===== src/rtl/porta_z80_bus_master.sv =====
// Z80 bus master: turns one command at a time into Z80 T-state bus cycles
// (memory, I/O, opcode fetch with refresh) and returns a one-clock response.
module porta_z80_bus_master #(
    parameter int WAIT_LIMIT = 255
) (
    input  logic        clk,
    input  logic        RESETn,
    input  logic        cmd_valid,
    output logic        cmd_ready,
    input  logic [2:0]  cmd_type,
    input  logic [15:0] cmd_addr,
    input  logic [7:0]  cmd_wdata,
    output logic        rsp_valid,
    output logic [7:0]  rsp_rdata,
    output logic        rsp_err,
    output logic        rsp_timeout,
    output logic [15:0] A,
    output logic [7:0]  D_out,
    output logic        D_oe,
    input  logic [7:0]  D_in,
    output logic        MREQn,
    output logic        IORQn,
    output logic        RDn,
    output logic        WRn,
    output logic        M1n,
    output logic        RFSHn,
    input  logic        WAITn
);
    localparam int WCW = (WAIT_LIMIT < 2) ? 1 : $clog2(WAIT_LIMIT + 1);
    localparam logic [WCW-1:0] WAIT_MAX = WCW'(WAIT_LIMIT);

    typedef enum logic [2:0] {S_IDLE, S_T1, S_T2, S_TWA, S_TW, S_T3, S_T4} state_t;

    state_t         state_reg, state_next;
    logic [WCW-1:0] wait_cnt_reg, wait_cnt_next;
    logic [2:0]     type_reg;
    logic [15:0]    a_reg;
    logic [7:0]     d_out_reg;
    logic [7:0]     fetch_data_reg;
    logic [6:0]     r_reg;
    logic           run_reg;
    logic           rsp_valid_reg, rsp_err_reg, rsp_timeout_reg;
    logic [7:0]     rsp_rdata_reg;
    logic           timeout_now;

    wire accept    = cmd_valid && cmd_ready;
    wire reserved  = (cmd_type >= 3'd5);
    wire is_mrd    = (type_reg == 3'd0);
    wire is_mwr    = (type_reg == 3'd1);
    wire is_ird    = (type_reg == 3'd2);
    wire is_iwr    = (type_reg == 3'd3);
    wire is_fetch  = (type_reg == 3'd4);
    wire is_io     = is_ird || is_iwr;

    // Ready only once the first clean clock after reset release has passed.
    assign cmd_ready   = (state_reg == S_IDLE) && run_reg;
    assign rsp_valid   = rsp_valid_reg;
    assign rsp_rdata   = rsp_rdata_reg;
    assign rsp_err     = rsp_err_reg;
    assign rsp_timeout = rsp_timeout_reg;
    assign A           = a_reg;
    assign D_out       = d_out_reg;

    always_comb begin
        state_next    = state_reg;
        wait_cnt_next = wait_cnt_reg;
        timeout_now   = 1'b0;
        MREQn = 1'b1; IORQn = 1'b1; RDn = 1'b1; WRn = 1'b1;
        M1n   = 1'b1; RFSHn = 1'b1; D_oe = 1'b0;

        case (state_reg)
            S_IDLE: if (accept && !reserved) state_next = S_T1;
            S_T1:   state_next = S_T2;
            S_T2, S_TWA: begin
                if (state_reg == S_T2 && is_io) begin
                    state_next = S_TWA;
                end else if (WAITn) begin
                    state_next = S_T3;
                end else begin
                    state_next    = S_TW;
                    wait_cnt_next = WCW'(1);
                end
            end
            S_TW: begin
                if (WAITn) begin
                    state_next = S_T3;
                end else if (wait_cnt_reg >= WAIT_MAX) begin
                    state_next  = S_IDLE;
                    timeout_now = 1'b1;
                end else begin
                    wait_cnt_next = wait_cnt_reg + 1'b1;
                end
            end
            S_T3:    state_next = is_fetch ? S_T4 : S_IDLE;
            S_T4:    state_next = S_IDLE;
            default: state_next = S_IDLE;
        endcase

        // Access phase: T1 through the wait states, plus T3 of non-fetch cycles.
        if (state_reg == S_T1 || state_reg == S_T2 || state_reg == S_TWA ||
            state_reg == S_TW || (state_reg == S_T3 && !is_fetch)) begin
            if (is_mrd || is_fetch) begin
                MREQn = 1'b0;
                RDn   = 1'b0;
            end
            if (is_fetch) M1n = 1'b0;
            if (is_mwr) begin
                D_oe = 1'b1;
                if (state_reg != S_T1) begin
                    MREQn = 1'b0;
                    WRn   = 1'b0;
                end
            end
            if (is_ird && state_reg != S_T1) begin
                IORQn = 1'b0;
                RDn   = 1'b0;
            end
            if (is_iwr && state_reg != S_T1) begin
                IORQn = 1'b0;
                WRn   = 1'b0;
                D_oe  = 1'b1;
            end
        end
        if (state_reg == S_T3 && is_fetch) RFSHn = 1'b0;
        if (state_reg == S_T4) begin
            RFSHn = 1'b0;
            MREQn = 1'b0;
        end
    end

    always_ff @(posedge clk) begin
        if (!RESETn) begin
            state_reg       <= S_IDLE;
            wait_cnt_reg    <= '0;
            type_reg        <= 3'd0;
            a_reg           <= 16'h0000;
            d_out_reg       <= 8'h00;
            fetch_data_reg  <= 8'h00;
            r_reg           <= 7'd0;
            run_reg         <= 1'b0;
            rsp_valid_reg   <= 1'b0;
            rsp_err_reg     <= 1'b0;
            rsp_timeout_reg <= 1'b0;
            rsp_rdata_reg   <= 8'h00;
        end else begin
            run_reg         <= 1'b1;
            state_reg       <= state_next;
            wait_cnt_reg    <= wait_cnt_next;
            rsp_valid_reg   <= 1'b0;
            rsp_err_reg     <= 1'b0;
            rsp_timeout_reg <= 1'b0;

            if (accept) begin
                if (reserved) begin
                    rsp_valid_reg <= 1'b1;
                    rsp_err_reg   <= 1'b1;
                    rsp_rdata_reg <= 8'h00;
                end else begin
                    type_reg  <= cmd_type;
                    a_reg     <= cmd_addr;
                    d_out_reg <= cmd_wdata;
                end
            end

            // Opcode is taken before the bus switches to the refresh address.
            if (is_fetch && state_next == S_T3 && state_reg != S_T3) begin
                fetch_data_reg <= D_in;
                a_reg          <= {9'b0, r_reg};
            end

            if (state_reg == S_T3 && !is_fetch) begin
                rsp_valid_reg <= 1'b1;
                rsp_rdata_reg <= (is_mrd || is_ird) ? D_in : 8'h00;
            end

            if (state_reg == S_T4) begin
                rsp_valid_reg <= 1'b1;
                rsp_rdata_reg <= fetch_data_reg;
                r_reg         <= r_reg + 7'd1;
            end

            if (timeout_now) begin
                rsp_valid_reg   <= 1'b1;
                rsp_timeout_reg <= 1'b1;
                rsp_rdata_reg   <= 8'h00;
            end
        end
    end
endmodule


===== config.mk =====
export PLATFORM = sky130hd
export DESIGN_NAME = porta_z80_bus_master
export DESIGN_NICKNAME = d
export VERILOG_FILES = /design/src/rtl/porta_z80_bus_master.sv
export SDC_FILE = /design/constraint.sdc
export NUM_CORES = 1
export LEC_CHECK = 0
export BUFFER_PORTS_ARGS = -buffer_cell sky130_fd_sc_hd__clkbuf_2
export CORE_ASPECT_RATIO = 0.9
export CORE_UTILIZATION = 48
export CTS_CLUSTER_DIAMETER = 200
export DETAILED_ROUTE_END_ITERATION = 8
export MAX_ROUTING_LAYER = met4
export PLACE_DENSITY = 0.74
export SYNTH_ARGS = -nofsm -noshare
export SYNTH_HDL_FRONTEND = slang
export SYNTH_SLANG_ARGS = --single-unit

===== constraint.sdc =====
create_clock -name clk -period 5.8 [get_ports clk]
set_clock_uncertainty 0.1 [all_clocks]
set_input_delay 1.74 -clock clk [delete_from_list [all_inputs] [get_ports clk]]
set_output_delay 1.74 -clock clk [all_outputs]
set_load 0.01 [all_outputs]

After elaboration in Yosys (flattened, before gate mapping)
Index checks and enable logic that the tools add are counted.

Flip-flop bits (word level): 65. Word-level logic and storage cells: 120. Output and inout port bits: 43. Bits of input ports: 39.

Muxes and demuxes: 51. Reductions and logical operators: 32. Eq/ne operators: 18. Magnitude comparators: 2. Bitwise operators: 2. Add/sub/neg operators: 2.

Operator list (count): 8-bit two-way mux (9); 1-bit two-way mux (32); 7-bit two-way mux (3); 8-bit case mux with 2 select lines (1); 3-bit == test, second input constant (5); 3-bit two-way mux (5); 3-bit case mux with 5 select lines (1); 3-bit by 2-bit == test with 1-bit output, second input constant (4); 1-bit logical AND (10); 8-bit by 1-bit adder with 8-bit output, second input constant (1); 8-bit greater-or-equal comparator, second input constant (1); 2-bit inequality test, second input constant (4); 7-bit by 1-bit adder with 7-bit output, second input constant (1); 1-bit logical OR (7); 3-bit by 1-bit == test with 1-bit output, second input constant (2); 3-bit zero test (2); 2-bit AND reduction (3); 3-bit nonzero test (2); 2-bit OR reduction (3); 5-bit AND reduction (1); 2-bit nonzero test (2); 3-bit greater-or-equal comparator, second input constant (1); 3-bit by 1-bit inequality test with 1-bit output, second input constant (1); 3-bit inequality test, second input constant (1); 3 further kinds (5).

Longest topological paths before layout
Word-level depth: 11. Gate-level depth with buffers: 8. Mapped depth without buffers: 6.

Worst setup path before layout
No wires, ideal clock.

Path type: input port to flip-flop. Start: input WAITn. End: register a_reg[0], in the netlist A[0]. Required time: 5.570 ns. Setup time: 0.130 ns. Path buffers: 1. Setup slack: 2.690 ns. Cell stages on the path: 5. Arrival time: 2.879 ns. Cells stage by stage: or3_1 > a221o_1 > buf_4 > nand4_1 > o31ai_1.

Longest elaborated chain between the ends: 8. Elaborated cells on any way between the ends: 11. Classes of those cells: eq/ne (2); mux (5); reduce/logical (4).

Ends and longest elaborated chain: from (decl) (line 27) `input logic WAITn`; 1-bit two-way mux (line 77) `end else if (WAITn) begin`; 3-bit two-way mux (line 75) `if (state_reg == S_T2 && is_io) begin`; 3-bit case mux with 5 select lines * (line 71) `case (state_reg)`; 3-bit == test * (line 166) `if (is_fetch && state_next == S_T3 && state_reg != S_T3) begin`; 1-bit logical AND * (2 in series) (line 166); 2-bit by 1-bit inequality test with 1-bit output (no source line) / 2-bit nonzero test (equally long branches); 2-bit AND reduction (no source line); to (signal assigned) (line 160) `a_reg <= cmd_addr;`; to (signal assigned) (line 168) `a_reg <= {9'b0, r_reg};`; to (decl) (line 37) `logic [15:0] a_reg;`.

Mark *: on every way between the ends. The rest lies on a longest branch, timed or not. A chain may end at the register's enable or synchronous reset.

Final worst setup path
Start: register state_reg[2]. End: output MREQn.

Longest elaborated chain between the ends: 7. Elaborated cells on any way between the ends: 16. Classes of those cells: eq/ne (7); mux (4); reduce/logical (5).

Ends and longest elaborated chain: from (decl) (line 34) `state_t state_reg, state_next;`; from (signal assigned) (line 147) `state_reg <= state_next;`; 3-bit by 1-bit == test with 1-bit output / 3-bit by 2-bit == test with 1-bit output (equally long branches) (line 100) `if (state_reg == S_T1 || state_reg == S_T2 || state_reg == S_TWA ||`; 1-bit logical OR (3 in series) (line 100); 1-bit logical OR (line 101) `state_reg == S_TW || (state_reg == S_T3 && !is_fetch)) begin`; 1-bit two-way mux (line 100); 1-bit two-way mux * (line 125) `if (state_reg == S_T4) begin`; to (decl) (line 21) `output logic MREQn,`.

Marks and branches as above.

==> flow_metrics.tcl <==
set metrics [dict create \
    run_status "completed" \
    synthTopCellsByCount "65 x dfxtp_1, 50 x nand2_1, 29 x nor2_1" \
    die_area_um2 6606 \
    cts_buffers 9 \
    crit_top_cell "nor2_1" \
    routedWlPerCell_um 14.20 \
    die_x_um 85.57 \
    ys_seq_area_frac 0.4314 \
    rows 27 \
    worstPathMaxFanout 14 \
    clk_pin_slew_ns 0.07 \
    grtUsageTotal 0.2209 \
    hold_buffers 0 \
    syn-cell-area_um2 3017 \
    fin_nets 443 \
    antenna_found_initial 0 \
    relSlewSlack 0.1720 \
    route.detailed.drc 0 \
    synth_most_common_cell "dfxtp_1" \
    crit_slowest_cell "nor2_1" \
    cp.buffers_inverters 1 \
    end_kind "output pin" \
    cap_violations 0 \
    seqPwrFrac 0.495 \
    ir_worst_vdd_mv 0.1567 \
    core-area_um2 6081 \
    power_frac_comb 0.099 \
    die_h_um 77.21 \
    grt_pass1_wl_um 11150 \
    start_util 0.4961 \
    synth_area_leader_cell "dfxtp_1" \
    cts_buffer_depth 2 \
    syn_inst 332 \
    synth_cell_type_count 53 \
    place_inst 463 \
    vias 2647 \
    ys_warn_count 0 \
    io-pin-count 82 \
    drt.antenna.violating_nets 0 \
    power.density_nw_per_um2 265.8 \
    clk_latency_ns 0.34 \
    slew_viol_final 0 \
    htreeDepth 3 \
    tightest_slew_ns 1.241 \
    drt-initial-drc-count 158 \
    hold_viol_final 0 \
    fin_tns_setup_ns 0 \
    finalSetupViolations 0 \
    crit_required_ns 3.96 \
    synth_enable_flop_cells 0 \
    path_cells "nand2_1 -> nor2_1 -> nor2_1 -> clkbuf_2" \
    synthFlopType "dfxtp_1" \
    avgSynthCellArea_um2 9.086 \
    firstDrtPassIters 4 \
    diodes 0 \
    grt_max_degree 40 \
    port_buffers 81 \
    syn-num-nets 373 \
    wirelength_um 6800 \
    rsz0062_at_grt "false" \
    instances_no_fill 479 \
    post_cts_buffers 0 \
    ys_top_cells_by_area "dfxtp_1 43%, nand2_1 6.2%, a21oi_1 4.0%" \
    cp.arrival_ns 2.24 \
    gr-total-overflow 0 \
    synth-async-reset-ratio 0 \
    crit_type "flop to output pin" \
    path_delay_family "simple AND/OR/NAND/NOR gates" \
    syn_to_final_growth_pct 18.33 \
    fmaxAchievable_mhz 245.0 \
    crit_path_max_incr_delay_ns 0.81 \
    cellInternalPower_mw 0.7047 \
    grt_pass1_vias 2442 \
    root_buffer "clkbuf_8" \
    hpwl_um 4735 \
    via_per_inst 5.526 \
    startpoint_type "flop" \
    period_share 0.7036 \
    cts_tree "built" \
    drive_above_1_share 0.3145 \
    p_sw_mw 0.2441 \
    ys_ff_latch 65 \
    largest_register_ffs 16 \
    switching_share 0.2572 \
    pwr-share-clk 0.407 \
    synth.top_cell.area_share 0.4314 \
    p_leak_nw 1.356 \
    hp-class "flop to flop" \
    min_period_ns 4.081 \
    place_congestion 0.8829 \
    cts_resized 0 \
    cts_sinks 65 \
]
[power groups by stage]
stage	Clock, mW	Combinational (mW)	Sequential [mW]
floorplan	0	0.0645	0.477
global placement	0	0.0918	0.479
detailed placement	0	0.0937	0.479
CTS	0.391	0.0943	0.469
global route	0.412	0.104	0.471
finish	0.386	0.0937	0.469
[worst register-to-register path, delay by kind of cell, from the launching register on]
family / cells / cell delay [ns]
flip-flops: 1 / 0.48
AND/OR/NAND/NOR: 3 / 1.37
AO/OA/AOI/OAI: 2 / 0.69
[through the flow]
step	cell area (um^2)	power [mW]	hold slack, ns	util	setup WS (ns)
floorplan	3017	0.5410	0.3558	-	2.690
global placement	3373	0.5710	0.3444	0.5547	1.802
detailed placement	3373	0.5730	0.3542	0.5547	1.691
CTS	3570	0.9546	0.3641	0.5870	1.741
global route	3570	0.9866	0.3786	0.5870	1.552
finish	3570	0.9488	0.3598	0.5870	1.719
[cell families (layout without fill, tap and decap cells)]
family                     Yosys count  in the layout  synth area share
adders and majority gates            2              2          0.008294
buffers and inverters               27            102           0.05226
muxes                                9              9           0.02986
AOI/OAI and AO/OA                   91             91            0.2294
DFF                                 65             65            0.4314
xor gates and xnor gates            10             10           0.02904
and+or+nand+nor                    128            128            0.2198
[placed cells by master, fill, tap and decap left out, types with 2 or more instances in the layout]
cell	n
xor2_1	3
nand4_1	10
nand3_2	4
nand2b_1	4
a21oi_2	12
clkbuf_2	81
ha_1	2
dfxtp_1	65
a211oi_1	2
a222oi_1	8
mux2i_1	9
nor2_1	29
a21oi_1	24
clkbuf_1	2
nand2_1	50
or3_1	3
nand3_1	9
nor3_1	3
inv_1	5
a21o_1	2
and2_1	2
o21ai_0	11
clkbuf_8	10
o21ai_1	10
a2111oi_2	4
xnor2_1	7
o31ai_1	7
[metal layers]
layer  vias to the layer above  track usage  wire length, um
met1                      1220       0.2859             3322
met5                         -            -                0
met3                         6      0.05597              441
met4                         0      0.08833               76
li1                       1337            -                -
met2                        84       0.3296             2959
[area by class of cell]
cell class                      count  area, um^2
Tap cell                           72       90.09
Clock buffer                       12       145.1
Multi-Input combinational cell    240        1558
Inverter                            5       18.77
Fill cell                         581        2511
Clock inverter                      4       51.30
Sequential cell                    65        1301
Timing Repair Buffer               81       405.4
[path summary, 6_finish.rpt]
kind	startpoint	depth (start not counted)	slack [ns]	endpoint
setup / recovery	state_reg[2]$_SDFF_PN0_	4	1.72	MREQn
hold / removal	D_out[6]$_SDFFE_PN0P_	2	0.36	D_out[6]$_SDFFE_PN0P_
setup reg to reg	state_reg[0]$_SDFF_PN0_	5	3.00	A[1]$_SDFFE_PN0P_
hold reg to reg	D_out[6]$_SDFFE_PN0P_	2	0.36	D_out[6]$_SDFFE_PN0P_
Note: power is estimated with default switching activity, not from simulation.
